## config.mk

```make
export PLATFORM = sky130hd
export DESIGN_NAME = bomb_controller
export DESIGN_NICKNAME = d
export VERILOG_FILES = /design/src/rtl/bomb_controller.sv
export SDC_FILE = /design/constraint.sdc
export NUM_CORES = 1
export LEC_CHECK = 0
export ABC_AREA = 1
export CAP_MARGIN = 30
export CORE_MARGIN = 2
export CORE_UTILIZATION = 30
export CTS_CLUSTER_DIAMETER = 150
export DETAILED_ROUTE_END_ITERATION = 16
export GPL_TIMING_DRIVEN = 0
export PLACE_DENSITY = 0.63
export SYNTH_ARGS = -nofsm -noshare
export SYNTH_HDL_FRONTEND = slang
export SYNTH_SLANG_ARGS = --single-unit
```

## constraint.sdc

```tcl
create_clock -name Clk -period 2.3 [get_ports Clk]
set_input_delay 0.345 -clock Clk [delete_from_list [all_inputs] [get_ports Clk]]
set_output_delay 0.345 -clock Clk [all_outputs]
set_load 0.005 [all_outputs]
```

## src/rtl/bomb_controller.sv

```systemverilog
// Per-player bomb lifecycle engine: place, fuse, blast growth and cooldown,
// all timed in synchronised frame ticks and driven straight to the colour mapper.
module bomb_controller #(
    parameter int TILE_LOG2       = 5,
    parameter int BOMB_R          = 8,
    parameter int FUSE_FRAMES     = 120,
    parameter int BLAST_STEP      = 4,
    parameter int BLAST_MAX       = 48,
    parameter int COOLDOWN_FRAMES = 30,
    parameter int PARK_XY         = 1023
) (
    input  logic       Clk,
    input  logic       Reset,
    input  logic       frame_clk,
    input  logic       place,
    input  logic       detonate,
    input  logic [9:0] userX,
    input  logic [9:0] userY,
    output logic [9:0] bombX,
    output logic [9:0] bombY,
    output logic [9:0] bombS,
    output logic       bomb_armed,
    output logic       blast_active,
    output logic       busy
);

    typedef enum logic [1:0] {
        IDLE,
        ARMED,
        EXPLODE,
        COOLDOWN
    } state_t;

    localparam int FUSE_W = (FUSE_FRAMES > 1) ? $clog2(FUSE_FRAMES) : 1;
    localparam int COOL_W = (COOLDOWN_FRAMES > 1) ? $clog2(COOLDOWN_FRAMES) : 1;

    localparam logic [FUSE_W-1:0] FUSE_LAST = FUSE_W'(FUSE_FRAMES - 1);
    localparam logic [COOL_W-1:0] COOL_LAST = COOL_W'(COOLDOWN_FRAMES - 1);
    localparam logic [9:0]        PARK      = 10'(PARK_XY);
    localparam logic [9:0]        RAD_INIT  = 10'(BOMB_R);
    localparam logic [9:0]        RAD_MAX   = 10'(BLAST_MAX);
    localparam logic [10:0]       RAD_MAX11 = 11'(BLAST_MAX);
    localparam logic [10:0]       STEP11    = 11'(BLAST_STEP);
    localparam logic [9:0]        LOW_MASK  = 10'((1 << TILE_LOG2) - 1);
    localparam logic [9:0]        HALF_TILE = 10'(1 << (TILE_LOG2 - 1));

    // frame_clk synchroniser and rising-edge detector
    logic fc_meta_q, fc_sync_q, fc_prev_q;
    logic tick;

    always_ff @(posedge Clk or negedge Reset) begin
        if (!Reset) begin
            fc_meta_q <= 1'b0;
            fc_sync_q <= 1'b0;
            fc_prev_q <= 1'b0;
        end else begin
            fc_meta_q <= frame_clk;
            fc_sync_q <= fc_meta_q;
            fc_prev_q <= fc_sync_q;
        end
    end

    assign tick = fc_sync_q & ~fc_prev_q;

    state_t             state_q, state_d;
    logic [FUSE_W-1:0]  fuse_q, fuse_d;
    logic [COOL_W-1:0]  cool_q, cool_d;
    logic [9:0]         x_q, x_d;
    logic [9:0]         y_q, y_d;
    logic [9:0]         s_q, s_d;
    logic [10:0]        grow;

    always_ff @(posedge Clk or negedge Reset) begin
        if (!Reset) begin
            state_q <= IDLE;
            fuse_q  <= '0;
            cool_q  <= '0;
            x_q     <= PARK;
            y_q     <= PARK;
            s_q     <= '0;
        end else begin
            state_q <= state_d;
            fuse_q  <= fuse_d;
            cool_q  <= cool_d;
            x_q     <= x_d;
            y_q     <= y_d;
            s_q     <= s_d;
        end
    end

    always_comb begin
        state_d = state_q;
        fuse_d  = fuse_q;
        cool_d  = cool_q;
        x_d     = x_q;
        y_d     = y_q;
        s_d     = s_q;
        // 11-bit sum so the radius can never wrap before clamping
        grow    = {1'b0, s_q} + STEP11;

        unique case (state_q)
            IDLE: begin
                if (place) begin
                    state_d = ARMED;
                    x_d     = (userX & ~LOW_MASK) | HALF_TILE;
                    y_d     = (userY & ~LOW_MASK) | HALF_TILE;
                    s_d     = RAD_INIT;
                    fuse_d  = '0;
                end
            end
            ARMED: begin
                if (detonate || (tick && (fuse_q == FUSE_LAST))) begin
                    state_d = EXPLODE;
                    fuse_d  = '0;
                end else if (tick) begin
                    fuse_d = fuse_q + 1'b1;
                end
            end
            EXPLODE: begin
                if (tick) begin
                    if (s_q == RAD_MAX) begin
                        state_d = COOLDOWN;
                        x_d     = PARK;
                        y_d     = PARK;
                        s_d     = '0;
                        cool_d  = '0;
                    end else if (grow >= RAD_MAX11) begin
                        s_d = RAD_MAX;
                    end else begin
                        s_d = grow[9:0];
                    end
                end
            end
            COOLDOWN: begin
                if (tick) begin
                    if (cool_q == COOL_LAST) begin
                        state_d = IDLE;
                        cool_d  = '0;
                    end else begin
                        cool_d = cool_q + 1'b1;
                    end
                end
            end
            default: begin
                state_d = IDLE;
            end
        endcase
    end

    assign bombX        = x_q;
    assign bombY        = y_q;
    assign bombS        = s_q;
    assign bomb_armed   = (state_q == ARMED);
    assign blast_active = (state_q == EXPLODE);
    assign busy         = (state_q != IDLE);

endmodule

```

# Yosys cells after proc, flatten, opt, wreduce, memory -nomap -nowiden
# Cells that the tools add are included.
# word_totals
register_bits	47
latchBits	0
mem_bits_rw	0
romBits	0
input_bits	25
out_inout_bits	33
memories	0
# op_classes
add_sub_neg	3
multipliers	0
n_div	0
order_cmp	1
eq_ne	13
n_shift	0
muxes	27
bitwise	2
reduce_logical	12
# ops
cell	n
10-bit 2-to-1 mux	8
10-bit one-hot mux with 2 select lines	3
7-bit 2-to-1 mux	3
5-bit 2-to-1 mux	4
7-bit one-hot mux with 2 select lines	1
2-bit 2-to-1 mux	6
10-bit by 3-bit adder with 11-bit output (second input constant)	1
11-bit by 6-bit greater-or-equal comparator with 1-bit output (second input constant)	1
10-bit by 6-bit == test with 1-bit output (second input constant)	1
5-bit one-hot mux with 2 select lines	1
2-bit one-hot mux with 4 select lines	1
4-bit AND reduction	2
2-bit nonzero test	4
7-bit by 1-bit adder with 7-bit output (second input constant)	1
7-bit == test (second input constant)	1
2-bit by 1-bit != test with 1-bit output (second input constant)	3
2-bit != test (second input constant)	3
3-bit AND reduction	2
6-bit AND reduction	1
5-bit by 1-bit adder with 5-bit output (second input constant)	1
5-bit == test (second input constant)	1
2-bit == test (second input constant)	2
3-bit by 1-bit != test with 1-bit output (second input constant)	1
2-bit by 1-bit == test with 1-bit output (second input constant)	1
5 further kinds	5

# Depth between registers and ports, before layout
# depth
word_depth	6
mapped_depth	11

# Worst setup path before layout
# OpenSTA, ideal clock, no wires.
# synth_path
path_kind	flip-flop to flip-flop
startpoint	register state_q[0]
endpoint	register x_q[5], in the netlist bombX[5]
setup_time_ns	0.078
arrival_time_ns	1.477
required_time_ns	2.222
setup_slack_ns	0.745
stages_incl_launch_ff	11
path_buffers	2
synth_period_minus_slack_ns	1.555
path_cell_list	dfrtp_1 > inv_1 > ha_1 > buf_2 > a21oi_2 > o21ai_2 > inv_2 > nand2_4 > buf_6 > nand2_1 > o21ai_2
# synth_between
elab_chain_cells	3
elab_cells_between_ends	8
classes_between	eq/ne: 4; mux: 1; reduce/logical: 3
# synth_rtl
element	line	rtl
start: declaration	65	state_t state_q, state_d;
start signal: assignment	82	state_q <= state_d;
2-bit == test *	n/a	
named net blast_active	23	output logic blast_active,
2-bit by 1-bit != test with 1-bit output (no source line) or 2-bit nonzero test (tied branches)	n/a	
4-bit AND reduction (no source line)	n/a	
end signal: assignment	78	x_q <= PARK;
end signal: assignment	85	x_q <= x_d;
end: declaration	68	logic [9:0] x_q, x_d;
# Mark *: on every way through the listed nets, which the timed path passes. The rest lies on a longest branch.
# A chain may end at the register's enable or synchronous reset.

# Final worst setup path
# layout_path
startpoint	register state_q[0]
endpoint	output port busy
# layout_between
elab_chain_cells	1
# layout_rtl
element	line	rtl
2-bit nonzero test	155	assign busy = (state_q != IDLE);
end: declaration	24	output logic busy
# No other way between the ends.

==> metrics.md <==
| Metric | Value |
|---|---|
| Per-cell routed wire length | `approximately 11 um` |
| Routed Antenna Nets | `0` |
| Net Switching | `1160 uW` |
| Power per Cell Area | `about 1100 nW/um2` |
| Top Family by Delay on Critical Path | `buffers and inverters` |
| Worst flop-to-flop path startpoint | `state_q[0]$_DFFE_PN0P_` |
| Flops & latches, synth | `36` |
| Starting density of the core | `0.3093` |
| Gr ovfl total | `0` |
| Clock transition at path regs | `~80 ps` |
| Via count | `1729` |
| Worst-Margin Slew | `between 800 and 900 ps` |
| Chip Width | `roughly 87 um` |
| Seq pwr share | `0.337` |
| Vias in the first global route | `between 1500 and 2000` |
| Area occupied by multi-input gates | `937.1 um2` |
| CTS tree | `done` |
| Antenna diodes | `0` |
| Synthesis-to-layout area growth | `30.60%` |
| VDD IR max | `around 0.36 mV` |
| YS warnings | `0` |
| Logic pwr share | `0.486` |
| Hold Violations, Final | `0` |
| DRT iter0 DRCs | `106` |
| Leak | `between 0.001 and 0.0015 uW` |
| Worst Path Buf+Inv | `3` |
| CP most frequent cell | `inv_1` |
| Nets | `between 300 and 400` |
| Post-synth top area share | `0.2994` |
| Max-slew violation count | `0` |
| Post-route cell area | `2729 um2` |
| FMAX | `around 0.49 GHz` |
| Remaining DRCs | `0` |
| Distinct cells, synth | `31` |
| Seq/Total Area, Yosys | `0.4377` |
| Outcome | `finished, final reports clean` |
| Commonest non-fill, non-tap cells in the layout | `nand2_1 (68), clkdlybuf4s50_1 (42), nor2_1 (34), inv_1 (32), dfrtp_1 (25)` |
| Post-DR vias/cell | `~4.4` |
| Power Total | `approximately 2900 uW` |
| Leading area contributor after synthesis | `dfrtp_1` |
| Pre-antenna DRT Iters | `4` |
| Full die area | `7648 um2` |
| CTS Buf Count | `5` |
| Hold-fix buffers, CTS | `0` |
| Relative slew margins | `0.4467` |
| Pin count of the biggest net entering global routing | `37` |
| Worst EP required | `approximately 2000 ps` |
| Synth Cell Area | `2090 um2` |
| Synth top area cells | `dfrtp_1 (30%), dfstp_2 (14%), nand2_1 (12%)` |
| Worst Path Max Fanout | `4` |
| Post-DP Area | `~2600 um2` |
| Slowest CP cell | `clkdlybuf4s50_1` |
| Num ports | `58` |
| Clock group share of total power | `0.177` |
| Post-CTS resize count | `0` |
| Fin crit period | `roughly 2000 ps` |
| Switching part of the total | `0.3936` |
| Final WL | `between 4 and 5 mm` |
| Chip height | `87.46 um` |
| Final HPWL DP | `roughly 3.1 mm` |
| # rows | `30` |
| Fill cells | `between 600 and 700` |
| Pint | `between 1500 and 2000 uW` |
| CP endpoint kind | `output pin` |
| Crit path DAT | `around 1700 ps` |
| R2R setup slack | `530 ps` |
| Crit path kind | `register to output pin` |
| Share of cells above drive strength 1 | `0.1815` |
| Max Root-Sink Buffers | `2` |
| Synthesized area per cell | `about 8 um2` |
| First-pass GRT wire length | `7.376 mm` |
| Root buf cell | `clkbuf_8` |
| Gr usage total | `0.1214` |
| Clk_lat worst skew | `290 ps` |
| Type of the worst min-delay path | `primary input to async pin` |
| RePlAce Congestion | `roughly 0.77` |
| CTS Sinks | `36` |
| Final worst-path cycle share | `0.8842` |
| Total area of sequential cells | `914.6 um2` |
| H-tree depth | `2` |
| Most common cell after layout, fill and taps aside | `nand2_1` |
| Input/output buffers | `43` |
| Worst Skew | `2.018 ps` |
| RSZ-0062 raised after global routing | `false` |
| Core area | `6756 um2` |
| Postcts setup bufs | `0` |
| CP max stage delay | `520 ps` |
| Max_cap viols | `0` |
| Worst Setup Start Kind | `register` |
| Final setup vio count | `0` |
| Worst-path cell chain | `inv_1, ha_1, inv_1, clkdlybuf4s50_1` |
| Gate Count Post-Synth | `roughly 260` |
| Crit. Startpoint | `state_q[0]$_DFFE_PN0P_` |
| Initial antenna violation count | `0` |
## flip-flops by register name, summed over array words and instances, names as in the netlist
name	flops
bombX	6
state_q	2
bombY	5
bombS	8
fc_prev_q	1
fc_meta_q	1
fuse_q	7
fc_sync_q	1
cool_q	5
## logic make-up (layout without fill, tap and decap cells)
group	after synthesis	count (layout)	share of synthesized area
buf+inv	50	101	0.1174
compound gates	24	24	0.08083
flops	36	36	0.4377
fa+ha+maj	11	11	0.06587
other cells	2	4	0.003594
simple gates	134	134	0.2778
xor+xnor	4	4	0.01676
## cells in the mapped netlist
master,n
nand2_1,68
nor2_1,34
inv_1,32
dfrtp_1,25
nand3_1,13
buf_4,11
dfstp_2,11
ha_1,11
o21ai_2,11
o21ai_0,7
nand4_1,5
nor3_1,4
xor2_1,4
a21oi_1,3
buf_6,2
conb_1,2
inv_2,2
nand2_2,2
nand2_4,2
a21oi_2,1
a31o_2,1
and2_1,1
buf_2,1
clkbuf_1,1
clkinv_1,1
nand3_2,1
nand3b_1,1
nor2_2,1
nor3_2,1
o21ai_1,1
or2_2,1
## worst register-to-register path, cell delays in order (launching register included)
cell and delay (ps):
dfrtp_1 410, inv_1 100, ha_1 230, inv_1 130, nor2_2 60, inv_1 80, nand3_2 130, inv_1 210
nand2_1 100, inv_1 130, nor2_1 70
## metrics by stage
step                      hold WS [ps]  setup slack [ps]  setup TNS [ps]    util  std cells
after global routing             218.3             187.4               0  0.4039        394
after detailed placement         334.7             528.2               0  0.3881        386
final                            141.3             266.3               0  0.4039        394
after CTS                        175.8             242.8               0  0.4039        394
after global placement           332.9            -30.90          -733.5  0.3889        386
after floorplan                  49.41             745.4               0       -        263
## final timing paths
check                      depth (start not counted)                    end
min in group Clk                                   0    fc_sync_q$_DFF_PN0_
max in group asynchronous                          1    fc_prev_q$_DFF_PN0_
setup reg to reg                                  10  fuse_q[3]$_DFFE_PN0P_
hold / removal                                     1   bombS[4]$_DFFE_PN0P_
hold reg to reg                                    0    fc_sync_q$_DFF_PN0_
setup / recovery                                   4                   busy
## power by group through the flow
stage	registers [uW]	logic [uW]	clock network, uW
detailed placement	1010	1450	0
floorplan	989	939	0
finish	992	1430	522
CTS	994	1460	543
global route	1020	1620	569
global placement	997	1440	0
## layout make-up
type                            count  area share
Buffer                             15     0.04172
Clock buffer                        6     0.03439
Clock inverter                      2    0.004585
Inverter                           35     0.04814
Multi-Input combinational cell    177      0.3434
Sequential cell                    36      0.3352
Tap cell                           80     0.03668
Timing Repair Buffer               43      0.1559
## routing by layer
metal	global-route usage	routed length (um)
met2	0.1970	2011
met1	0.1519	2034
met5	0	0
met3	0.03602	212
met4	0.04615	0
(Power assumes the default switching activity.)
